==> config.mk <==
export PLATFORM = sky130hd
export DESIGN_NAME = mc_alu_sequencer
export DESIGN_NICKNAME = d
export VERILOG_FILES = /design/src/rtl/mc_alu_sequencer.sv
export SDC_FILE = /design/constraint.sdc
export NUM_CORES = 1
export LEC_CHECK = 0
export BUFFER_PORTS_ARGS = -buffer_cell sky130_fd_sc_hd__buf_2
export CAP_MARGIN = 20
export CELL_PAD_IN_SITES_DETAIL_PLACEMENT = 1
export CELL_PAD_IN_SITES_GLOBAL_PLACEMENT = 2
export CORE_MARGIN = 1.5
export CORE_UTILIZATION = 30
export DETAILED_ROUTE_END_ITERATION = 10
export GPL_TIMING_DRIVEN = 0
export PLACE_DENSITY_LB_ADDON = 0.1
export RECOVER_POWER = 25
export SKIP_CTS_REPAIR_TIMING = 1
export SYNTH_ARGS = -nofsm -noshare
export SYNTH_HDL_FRONTEND = slang
export SYNTH_SLANG_ARGS = --single-unit
==> constraint.sdc <==
create_clock -name clk -period 3.1 [get_ports clk]
set_input_delay 0.31 -clock clk [delete_from_list [all_inputs] [get_ports clk]]
set_output_delay 0.31 -clock clk [all_outputs]
set_load 0.02 [all_outputs]
==> src/rtl/mc_alu_sequencer.sv <==
// Multi-cycle MIPS control FSM around a shared 4-bit-opcode ALU; outputs decode the state and latched IR.
// Latency: 3-5 cycles per instruction plus memory wait cycles; one retire pulse per instruction.
// Backpressure: memory states hold until mem_ready; TIMEOUT wait cycles without it halt with sticky err.
module mc_alu_sequencer #(
    parameter int PC_W    = 10,
    parameter int TIMEOUT = 255
) (
    input  logic        clk,
    input  logic        reset_n,
    input  logic [31:0] instr,
    input  logic        mem_ready,
    input  logic        zero,
    output logic        ir_write,
    output logic        mem_req,
    output logic        mem_we,
    output logic        iord,
    output logic        alu_src,
    output logic [3:0]  alu_op,
    output logic        ext_zero,
    output logic        reg_write,
    output logic        reg_dst,
    output logic        mem_to_reg,
    output logic        pc_write,
    output logic [1:0]  pc_src,
    output logic        retire,
    output logic        err,
    output logic [3:0]  state
);

    typedef enum logic [3:0] {
        S_FETCH    = 4'h0,
        S_DECODE   = 4'h1,
        S_EXEC_R   = 4'h2,
        S_EXEC_I   = 4'h3,
        S_MEM_ADDR = 4'h4,
        S_MEM_RD   = 4'h5,
        S_MEM_WR   = 4'h6,
        S_WB       = 4'h7,
        S_BRANCH   = 4'h8,
        S_JUMP     = 4'h9,
        S_HALT     = 4'hF
    } state_t;

    localparam int CNT_W = ($clog2(TIMEOUT + 1) > 8) ? $clog2(TIMEOUT + 1) : 8;
    localparam logic [CNT_W-1:0] TO_LAST = CNT_W'(TIMEOUT - 1);

    localparam logic [5:0] OP_RTYPE = 6'h00;
    localparam logic [5:0] OP_J     = 6'h02;
    localparam logic [5:0] OP_BEQ   = 6'h04;
    localparam logic [5:0] OP_BNE   = 6'h05;
    localparam logic [5:0] OP_ADDI  = 6'h08;
    localparam logic [5:0] OP_ADDIU = 6'h09;
    localparam logic [5:0] OP_ANDI  = 6'h0C;
    localparam logic [5:0] OP_ORI   = 6'h0D;
    localparam logic [5:0] OP_LW    = 6'h23;
    localparam logic [5:0] OP_SW    = 6'h2B;
    localparam logic [5:0] FN_JR    = 6'h08;

    localparam int unused_pc_w = PC_W;

    state_t           state_q, state_d;
    logic             err_q, err_d;
    logic [CNT_W-1:0] to_q, to_d;
    logic             active_q;
    logic [11:0]      ir_q;
    logic [5:0]       opcode, funct;
    logic [3:0]       r_op;
    logic             r_legal;
    logic             waiting;
    logic             unused_instr;

    assign opcode       = ir_q[11:6];
    assign funct        = ir_q[5:0];
    assign err          = err_q;
    assign state        = state_q;
    assign unused_instr = ^instr[25:6];

    always_comb begin
        r_op    = 4'h0;
        r_legal = 1'b1;
        case (funct)
            6'h20:   r_op = 4'h1;
            6'h21:   r_op = 4'h2;
            6'h22:   r_op = 4'h3;
            6'h23:   r_op = 4'h4;
            6'h24:   r_op = 4'h5;
            6'h25:   r_op = 4'h6;
            6'h27:   r_op = 4'h7;
            6'h2A:   r_op = 4'h8;
            6'h00:   r_op = 4'h9;
            6'h02:   r_op = 4'hA;
            6'h03:   r_op = 4'hB;
            6'h08:   r_op = 4'hC;
            default: r_legal = 1'b0;
        endcase
    end

    always_comb begin
        state_d    = state_q;
        err_d      = err_q;
        to_d       = '0;
        waiting    = 1'b0;
        ir_write   = 1'b0;
        mem_req    = 1'b0;
        mem_we     = 1'b0;
        iord       = 1'b0;
        alu_src    = 1'b0;
        alu_op     = 4'h0;
        ext_zero   = 1'b0;
        reg_write  = 1'b0;
        reg_dst    = 1'b0;
        mem_to_reg = 1'b0;
        pc_write   = 1'b0;
        pc_src     = 2'd0;
        retire     = 1'b0;

        case (state_q)
            S_FETCH: begin
                // The first cycle out of reset stays quiet so mem_req rises one clock after release.
                mem_req = active_q;
                if (active_q && mem_ready) begin
                    ir_write = 1'b1;
                    pc_write = 1'b1;
                    state_d  = S_DECODE;
                end else begin
                    waiting = active_q;
                end
            end
            S_DECODE: begin
                case (opcode)
                    OP_RTYPE:                          state_d = S_EXEC_R;
                    OP_ADDI, OP_ADDIU, OP_ANDI, OP_ORI: state_d = S_EXEC_I;
                    OP_LW, OP_SW:                      state_d = S_MEM_ADDR;
                    OP_BEQ, OP_BNE:                    state_d = S_BRANCH;
                    OP_J:                              state_d = S_JUMP;
                    default: begin
                        state_d = S_HALT;
                        err_d   = 1'b1;
                    end
                endcase
            end
            S_EXEC_R: begin
                alu_op = r_op;
                if (!r_legal) begin
                    state_d = S_HALT;
                    err_d   = 1'b1;
                end else if (funct == FN_JR) begin
                    pc_write = 1'b1;
                    pc_src   = 2'd3;
                    retire   = 1'b1;
                    state_d  = S_FETCH;
                end else begin
                    reg_dst = 1'b1;
                    state_d = S_WB;
                end
            end
            S_EXEC_I: begin
                alu_src = 1'b1;
                case (opcode)
                    OP_ADDI:  alu_op = 4'h1;
                    OP_ADDIU: alu_op = 4'h2;
                    OP_ANDI:  alu_op = 4'h5;
                    OP_ORI:   alu_op = 4'h6;
                    default:  alu_op = 4'h0;
                endcase
                ext_zero = (opcode == OP_ANDI) || (opcode == OP_ORI);
                state_d  = S_WB;
            end
            S_MEM_ADDR: begin
                alu_src = 1'b1;
                alu_op  = 4'h2;
                state_d = (opcode == OP_LW) ? S_MEM_RD : S_MEM_WR;
            end
            S_MEM_RD, S_MEM_WR: begin
                // Address computation is held so the ALU result stays valid across the wait.
                mem_req = 1'b1;
                iord    = 1'b1;
                alu_src = 1'b1;
                alu_op  = 4'h2;
                mem_we  = (state_q == S_MEM_WR);
                if (mem_ready) begin
                    if (state_q == S_MEM_RD) begin
                        state_d = S_WB;
                    end else begin
                        retire  = 1'b1;
                        state_d = S_FETCH;
                    end
                end else begin
                    waiting = 1'b1;
                end
            end
            S_WB: begin
                reg_write  = 1'b1;
                reg_dst    = (opcode == OP_RTYPE);
                mem_to_reg = (opcode == OP_LW);
                retire     = 1'b1;
                state_d    = S_FETCH;
            end
            S_BRANCH: begin
                alu_op = (opcode == OP_BNE) ? 4'hD : 4'h3;
                if (zero) begin
                    pc_write = 1'b1;
                    pc_src   = 2'd1;
                end
                retire  = 1'b1;
                state_d = S_FETCH;
            end
            S_JUMP: begin
                pc_write = 1'b1;
                pc_src   = 2'd2;
                retire   = 1'b1;
                state_d  = S_FETCH;
            end
            S_HALT: begin
                state_d = S_HALT;
            end
            default: begin
                state_d = S_HALT;
                err_d   = 1'b1;
            end
        endcase

        if (waiting) begin
            if (to_q == TO_LAST) begin
                state_d = S_HALT;
                err_d   = 1'b1;
            end else begin
                to_d = to_q + 1'b1;
            end
        end
    end

    always_ff @(posedge clk or negedge reset_n) begin
        if (!reset_n) begin
            state_q  <= S_FETCH;
            err_q    <= 1'b0;
            to_q     <= '0;
            active_q <= 1'b0;
            ir_q     <= '0;
        end else begin
            state_q  <= state_d;
            err_q    <= err_d;
            to_q     <= to_d;
            active_q <= 1'b1;
            if (ir_write) begin
                ir_q <= {instr[31:26], instr[5:0]};
            end
        end
    end

endmodule
==> impl_metrics.csv, run 1 <==
group,metric,value,unit
synthesis,syn_avg_cell_area,7.73,um^2
clock_tree,clk_latency,0.27,ns
global_routing,grt.overflow.total,0,
power,p_seq_frac,0.617,
final_layout,layout-drive-gt1-share,0.181,
place,gp_congestion,0.767,
synthesis,synthArstFlopShare,1.00,
floorplanning,dieArea,0.00661,mm^2
route,via_per_inst,5.15,
synthesis,ys_types,49,
global_routing,antenna_found_initial,0,
global_routing,grt_max_degree,27,
timing,min_period,2.80,ns
timing,setup_viol,0,
power,p_total,0.000551,W
timing,clock.fmax,0.357,GHz
synthesis,synth-seq-cells,26,
route,vias,1833,
power,leakagePower,0.960,nW
route,wire_per_inst,15.4,um
final_layout,area_growth,18.6,%
clock_tree,numCtsBuffers,3,
worst_hold_path,hp-start,"instr[30]",
clock_tree,htree_levels,1,
timing,fin_tns_setup,0,ns
floorplanning,ioPinCount,58,
synthesis,synthesis.area,0.00184,mm^2
clock_tree,cts-root-buf,"clkbuf_8",
route,drc_errors,0,
timing,finalCritPeriodShare,0.903,
worst_hold_path,hp-class,"input pin to flip-flop",
route,drt-pass1-iter-count,4,
power,power.density,252,mW/mm^2
timing,tightest_slew,1.46,ns
synthesis,ys_warn_count,0,
place,place.port_buffers,37,
global_routing,grt_pass1_wl,9.35,mm
floorplanning,num_rows,28,
floorplanning,die_w,81.3,um
clock_tree,cts_tree,"yes",
place,pre_cts_ws,0.429,ns
final_layout,antennaDiodeCount,0,
setup_path,cp-end-kind,"output pin",
setup_path,ff2ff_path_depth,6,
setup_path,crit_arrival,2.49,ns
worst_hold_path,hold_path_depth,3,
place,detailed_place_hpwl,4.17,mm
worst_hold_path,min_to,"ir_q[10]",
power,ir_drop,0.129,mV
synthesis,yosys.area.top_type,"dfrtp_1",
timing,fin_ws,0.301,ns
power,combPwrFrac,0.032,
power,switching_share,0.212,
synthesis,syn-num-nets,276,
synthesis,ys_seq_area_frac,0.354,
power,p_clk_frac,0.351,
timing,maxSlewViolCount,0,
setup_path,reg2reg_setup_slack,1.02,ns
status,outcome,"finished, final reports clean",
synthesis,ys.flop_type,"dfrtp_1",
setup_path,critPathLaunchType,"flip-flop",
global_routing,grt_usage,0.187,
setup_path,worstPathMaxFanout,10,
final_layout,fin_nets,321,
setup_path,critPathKind,"flip-flop to output pin",
synthesis,synth-edff-count,0,
synthesis,syn_inst,238,
route,ant_nets,0,
timing,rsz0062_at_grt,"false",
flow_run,maxCapViolCount,0,
synthesis,synth_top_area_frac,0.354,
timing,hold_violations,0,
setup_path,worstReg2RegStart,"state[0]",
clock_tree,clk_pin_slew,0.09,ns
floorplanning,fp.dieH,81.3,um
power,power.switching,0.000117,W
floorplanning,core_area,0.00592,mm^2
route,wirelength,5.50,mm
clock_tree,cts.sinks,26,
timing,skew,0.00662,ns
floorplanning,start_util,0.311,
setup_path,r2r_end,"to_q[3]",
global_routing,grt_pass1_vias,1812,
clock_tree,clockBufferDepth,2,
power,p_int,0.000434,W
timing,maxSlewHeadroom,0.0254,
synthesis,ys_top_cells_by_area,"dfrtp_1, nand2_1, nor2_1",
route,drt_iter0_markers,65,
setup_path,crit_required,2.79,ns
==> kinds of logic (layout without fill, tap and decap cells) <==
logic type / count (synthesis) / count (layout) / synth area share
AND/OR/NAND/NOR: 115 / 115 / 0.321
XOR/XNOR: 9 / 9 / 0.0428
buffers and inverters: 29 / 72 / 0.0687
adder cells (fa/ha/maj): 2 / 2 / 0.0136
flip-flops: 26 / 26 / 0.353
multiplexers: 1 / 1 / 0.00544
other: 1 / 1 / 0.00204
AO/OA/AOI/OAI: 55 / 55 / 0.193
==> synth_stat cells (5+ instances only) <==
library cell,count
o21ai_0,15
a21oi_1,13
nor3_1,10
clkbuf_1,16
nor2_1,20
nand2_1,38
inv_1,8
nand3_1,9
and3_1,5
dfrtp_1,26
o211ai_1,5
nand2b_1,8
xor2_1,7
==> worst max-delay path by stage <==
| stage | start | to | slack [ns] | cells after the start |
|---|---|---|---|---|
| after floorplan | state[2] | alu_op[0] | 0.54 | 6 |
| after global placement | state[2] | ir_write | 0.45 | 6 |
| after detailed placement | state[2] | ir_write | 0.43 | 6 |
| after CTS | state[2] | ir_write | 0.11 | 6 |
| after global routing | state[2] | alu_op[0] | 0.12 | 7 |
| final | state[2] | alu_op[0] | 0.30 | 7 |
==> power by group through the flow <==
stage	combinational, W	sequential, W	clock, W
after global placement	0.0000184	0.000347	0
after global routing	0.0000206	0.000340	0.000222
after floorplan	0.00000110	0.000347	0
after detailed placement	0.0000185	0.000347	0
after CTS	0.0000186	0.000340	0.000203
final	0.0000176	0.000340	0.000193
==> through the flow <==
step	cell area (um^2)	hold WS (ns)	instances	util
finish	2180	0.218	356	0.369
detailed placement	2120	0.359	350	0.358
CTS	2160	0.0561	353	0.365
global route	2180	0.213	356	0.369
global placement	2120	0.357	350	0.358
floorplan	1840	0.0144	238	-
==> placed cells by master (no fill, tap or decap), types with 2 or more instances in the layout <==
cell type,instances
nand2b_1,8
nor3_1,10
buf_2,38
nand3b_1,3
a211oi_1,2
and3_1,5
xor2_1,7
nand4_1,4
o21bai_1,2
clkbuf_8,3
ha_1,2
o21ai_0,15
nor2_1,20
nor2b_1,2
clkbuf_1,17
nand3_1,9
nand2_1,38
a21oi_1,13
or4_1,2
a31oi_1,4
nor4b_1,4
xnor2_1,2
or3b_1,2
inv_1,8
or3b_2,2
buf_6,2
o211ai_1,5
buf_4,3
dfrtp_1,26
and4_1,2
==> per-layer routing <==
metal,routed length (um),part of all wire,vias to the layer above,global-route usage
met3,152,0.028,9,0.0225
met4,125,0.023,0,0.0638
li1,-,-,926,-
met2,2360,0.43,34,0.269
met5,0,0,-,0
met1,2860,0.52,864,0.283
==> final cells by class <==
| type | count | area, um^2 |
|---|---|---|
| Buffer | 20 | 92.6 |
| Clock buffer | 3 | 41.3 |
| Fill cell | 749 | 3740 |
| Inverter | 9 | 33.8 |
| Multi-Input combinational cell | 183 | 1060 |
| Sequential cell | 26 | 651 |
| Tap cell | 75 | 93.8 |
| Timing Repair Buffer | 40 | 206 |
==> state kept, by name (all words and copies together), names as in the netlist <==
name      flops
state         4
active_q      1
ir_q         12
to_q          8
err           1
==> critical path, cell delays in order, from the launching register on <==
cell	delay, ns
dfrtp_1	0.42
buf_2	0.19
or4b_2	0.64
clkbuf_1	0.21
nor2_1	0.16
o21ai_1	0.13
o31ai_1	0.27
buf_2	0.20
No activity file was read; power rests on OpenSTA's default activity.
==> run 2: changes to the inputs <==
--- a/config.mk
+++ b/config.mk
@@ -5,12 +5,13 @@
 export SDC_FILE = /design/constraint.sdc
 export NUM_CORES = 1
 export LEC_CHECK = 0
+export ABC_AREA = 1
 export BUFFER_PORTS_ARGS = -buffer_cell sky130_fd_sc_hd__buf_2
 export CAP_MARGIN = 20
 export CELL_PAD_IN_SITES_DETAIL_PLACEMENT = 1
 export CELL_PAD_IN_SITES_GLOBAL_PLACEMENT = 2
 export CORE_MARGIN = 1.5
-export CORE_UTILIZATION = 30
+export CORE_UTILIZATION = 29
 export DETAILED_ROUTE_END_ITERATION = 10
 export GPL_TIMING_DRIVEN = 0
 export PLACE_DENSITY_LB_ADDON = 0.1
==> run 2 against run 1 <==
Against the previous run: final cell count up 7.0%; final area down 1.0%; area after synthesis down 1.6%; core utilization down 0.81 points; wire length down 13%; clock-buffer cell count unchanged; hold slack better by 0.010 ns; critical path depth up 1; sequential share of layout area up 0.31 points; die area up 1.7%; sequential power up 5%; critical path type unchanged.
==> impl_metrics.csv, run 2 <==
group,metric,value,unit
status,outcome,"finished, final reports clean",
place,gp_congestion,0.756,
timing,setup_viol,0,
setup_path,critPathLaunchType,"flip-flop",
global_routing,grt_pass1_vias,1792,
floorplanning,fp.dieH,82.0,um
power,ir_drop,0.235,mV
route,drt_iter0_markers,56,
timing,clock.fmax,0.471,GHz
flow_run,maxCapViolCount,0,
floorplanning,core_area,0.00599,mm^2
global_routing,grt.overflow.total,0,
synthesis,synth-edff-count,0,
global_routing,grt_max_degree,27,
timing,fin_tns_setup,0,ns
clock_tree,htree_levels,1,
timing,rsz0062_at_grt,"false",
final_layout,layout-drive-gt1-share,0.203,
final_layout,final_common_cell,"nand2_1",
worst_hold_path,hold_path_depth,3,
floorplanning,num_rows,28,
synthesis,ys_warn_count,0,
route,drt-pass1-iter-count,4,
final_layout,fillerInstances,824,
timing,maxSlewViolCount,0,
synthesis,yosysMostFrequentCell,"nand2_1",
synthesis,synthArstFlopShare,1.00,
global_routing,antenna_found_initial,0,
timing,maxSlewHeadroom,0.0608,
setup_path,crit_required,2.79,ns
clock_tree,clk_pin_slew,0.10,ns
synthesis,synth_top_area_frac,0.359,
synthesis,ys.flop_type,"dfrtp_1",
timing,finalCritPeriodShare,0.685,
timing,tightest_slew,1.41,ns
floorplanning,die_w,82.0,um
timing,skew,0.00849,ns
power,leakagePower,1.13,nW
synthesis,syn_avg_cell_area,6.83,um^2
clock_tree,clk_latency,0.28,ns
synthesis,ys_types,29,
final_layout,largest_reg_flops,12,
synthesis,syn-num-nets,303,
clock_tree,cts_tree,"yes",
route,drc_errors,0,
floorplanning,start_util,0.302,
final_layout,regMostFlops,"ir_q",
route,via_per_inst,4.56,
final_layout,final_cell_mix,"nand2_1, inv_1, nor2_1",
route,wirelength,4.80,mm
place,place.port_buffers,37,
route,ant_nets,0,
setup_path,critPathKind,"flip-flop to output pin",
synthesis,yosys.area.top_type,"dfrtp_1",
route,wire_per_inst,12.6,um
clock_tree,numCtsBuffers,3,
clock_tree,cts.sinks,26,
clock_tree,clockBufferDepth,2,
timing,hold_violations,0,
global_routing,grt_pass1_wl,8.11,mm
setup_path,cp-end-kind,"output pin",
setup_path,ff2ff_path_depth,4,
clock_tree,cts-root-buf,"clkbuf_8",
worst_hold_path,hp-class,"input pin to flip-flop",
synthesis,synthesis.area,0.00181,mm^2
floorplanning,dieArea,0.00673,mm^2
place,dpl_cell_area,0.00209,mm^2
final_layout,fin_nets,345,
place,detailed_place_hpwl,4.03,mm
synthesis,ys_top_cells_by_count,"nand2_1, inv_1, nor2_1",
global_routing,grt_usage,0.159,
floorplanning,ioPinCount,58,
synthesis,synth-seq-cells,26,
synthesis,syn_inst,265,
synthesis,ys_seq_area_frac,0.359,
final_layout,final_area,0.00216,mm^2
setup_path,crit_arrival,1.81,ns
power,power.density,326,mW/mm^2
route,vias,1739,
synthesis,ys_top_cells_by_area,"dfrtp_1, nand2_1, inv_1",
setup_path,worstPathMaxFanout,8,
final_layout,antennaDiodeCount,0,
final_layout,area_growth,19.3,%
timing,min_period,2.12,ns
==> run 2: changes by cell type after synthesis, moves of 8 or more <==
cell / change
a21oi_1: -10
clkbuf_1: -16
inv_1: +34
nand2_1: +42
nand2b_1: -8
nand3_1: +9
nor2_1: +17
o21ai_2: +8
==> run 2: cell type report <==
type	instances	area (um^2)	share of cell area
Tap cell	75	93.8	0.0435
Clock buffer	3	41.3	0.0191
Timing Repair Buffer	37	184	0.0852
Buffer	2	22.5	0.0104
Sequential cell	26	651	0.301
Multi-Input combinational cell	195	980	0.454
Inverter	42	158	0.0730
Clock inverter	1	30.0	0.0139
==> run 2: path summary, 6_finish.rpt <==
path                            startpoint      end  slack (ns)
worst max-delay path              state[3]  reg_dst        0.98
worst min-delay path              instr[3]  ir_q[3]        0.23
worst max register to register    state[3]  ir_q[2]        1.55
worst min register to register     to_q[0]  to_q[0]        0.47
max in group asynchronous          reset_n  ir_q[6]        1.93
min in group asynchronous          reset_n  to_q[7]        0.34
==> run 2: stage by stage <==
stage	instances	worst slack [ns]	util	power (W)	hold WS (ns)
detailed placement	377	1.25	0.349	0.000426	0.356
floorplan	265	1.13	-	0.000399	0.0144
finish	381	0.977	0.360	0.000704	0.228
global placement	377	1.26	0.349	0.000425	0.354
global route	381	0.798	0.360	0.000744	0.217
CTS	381	0.938	0.361	0.000717	0.0438
==> run 2: logic make-up after synthesis <==
logic type	Yosys count	synth area share
mux	1	0.00622
other cells	1	0.00207
compound gates	27	0.0988
buf+inv	44	0.0995
fa+ha+maj	2	0.0138
flops	26	0.359
simple gates	159	0.396
xor+xnor	5	0.0242
==> run 2: power by group <==
part           internal (W)   total, W  leakage (nW)  switching, W
Clock              0.000173   0.000286        0.0357      0.000113
Combinational     0.0000206  0.0000602         0.794     0.0000396
Sequential         0.000349   0.000357         0.301    0.00000780
Total              0.000543   0.000704          1.13      0.000161
==> run 2: routing by layer <==
metal,vias up,track usage,part of all wire
met5,-,0,0
met4,0,0.0407,0.0088
met3,4,0.0211,0.038
met2,31,0.270,0.46
met1,788,0.212,0.49
li1,916,-,-
==> run 2: critical path: stages, from the launching register on <==
cell and delay (ns):
dfrtp_1 0.49, nor2_2 0.22, inv_1 0.12, nor2_4 0.18, nand2_1 0.10, inv_1 0.10, nand2_1 0.06, o21ai_0 0.08
buf_2 0.20
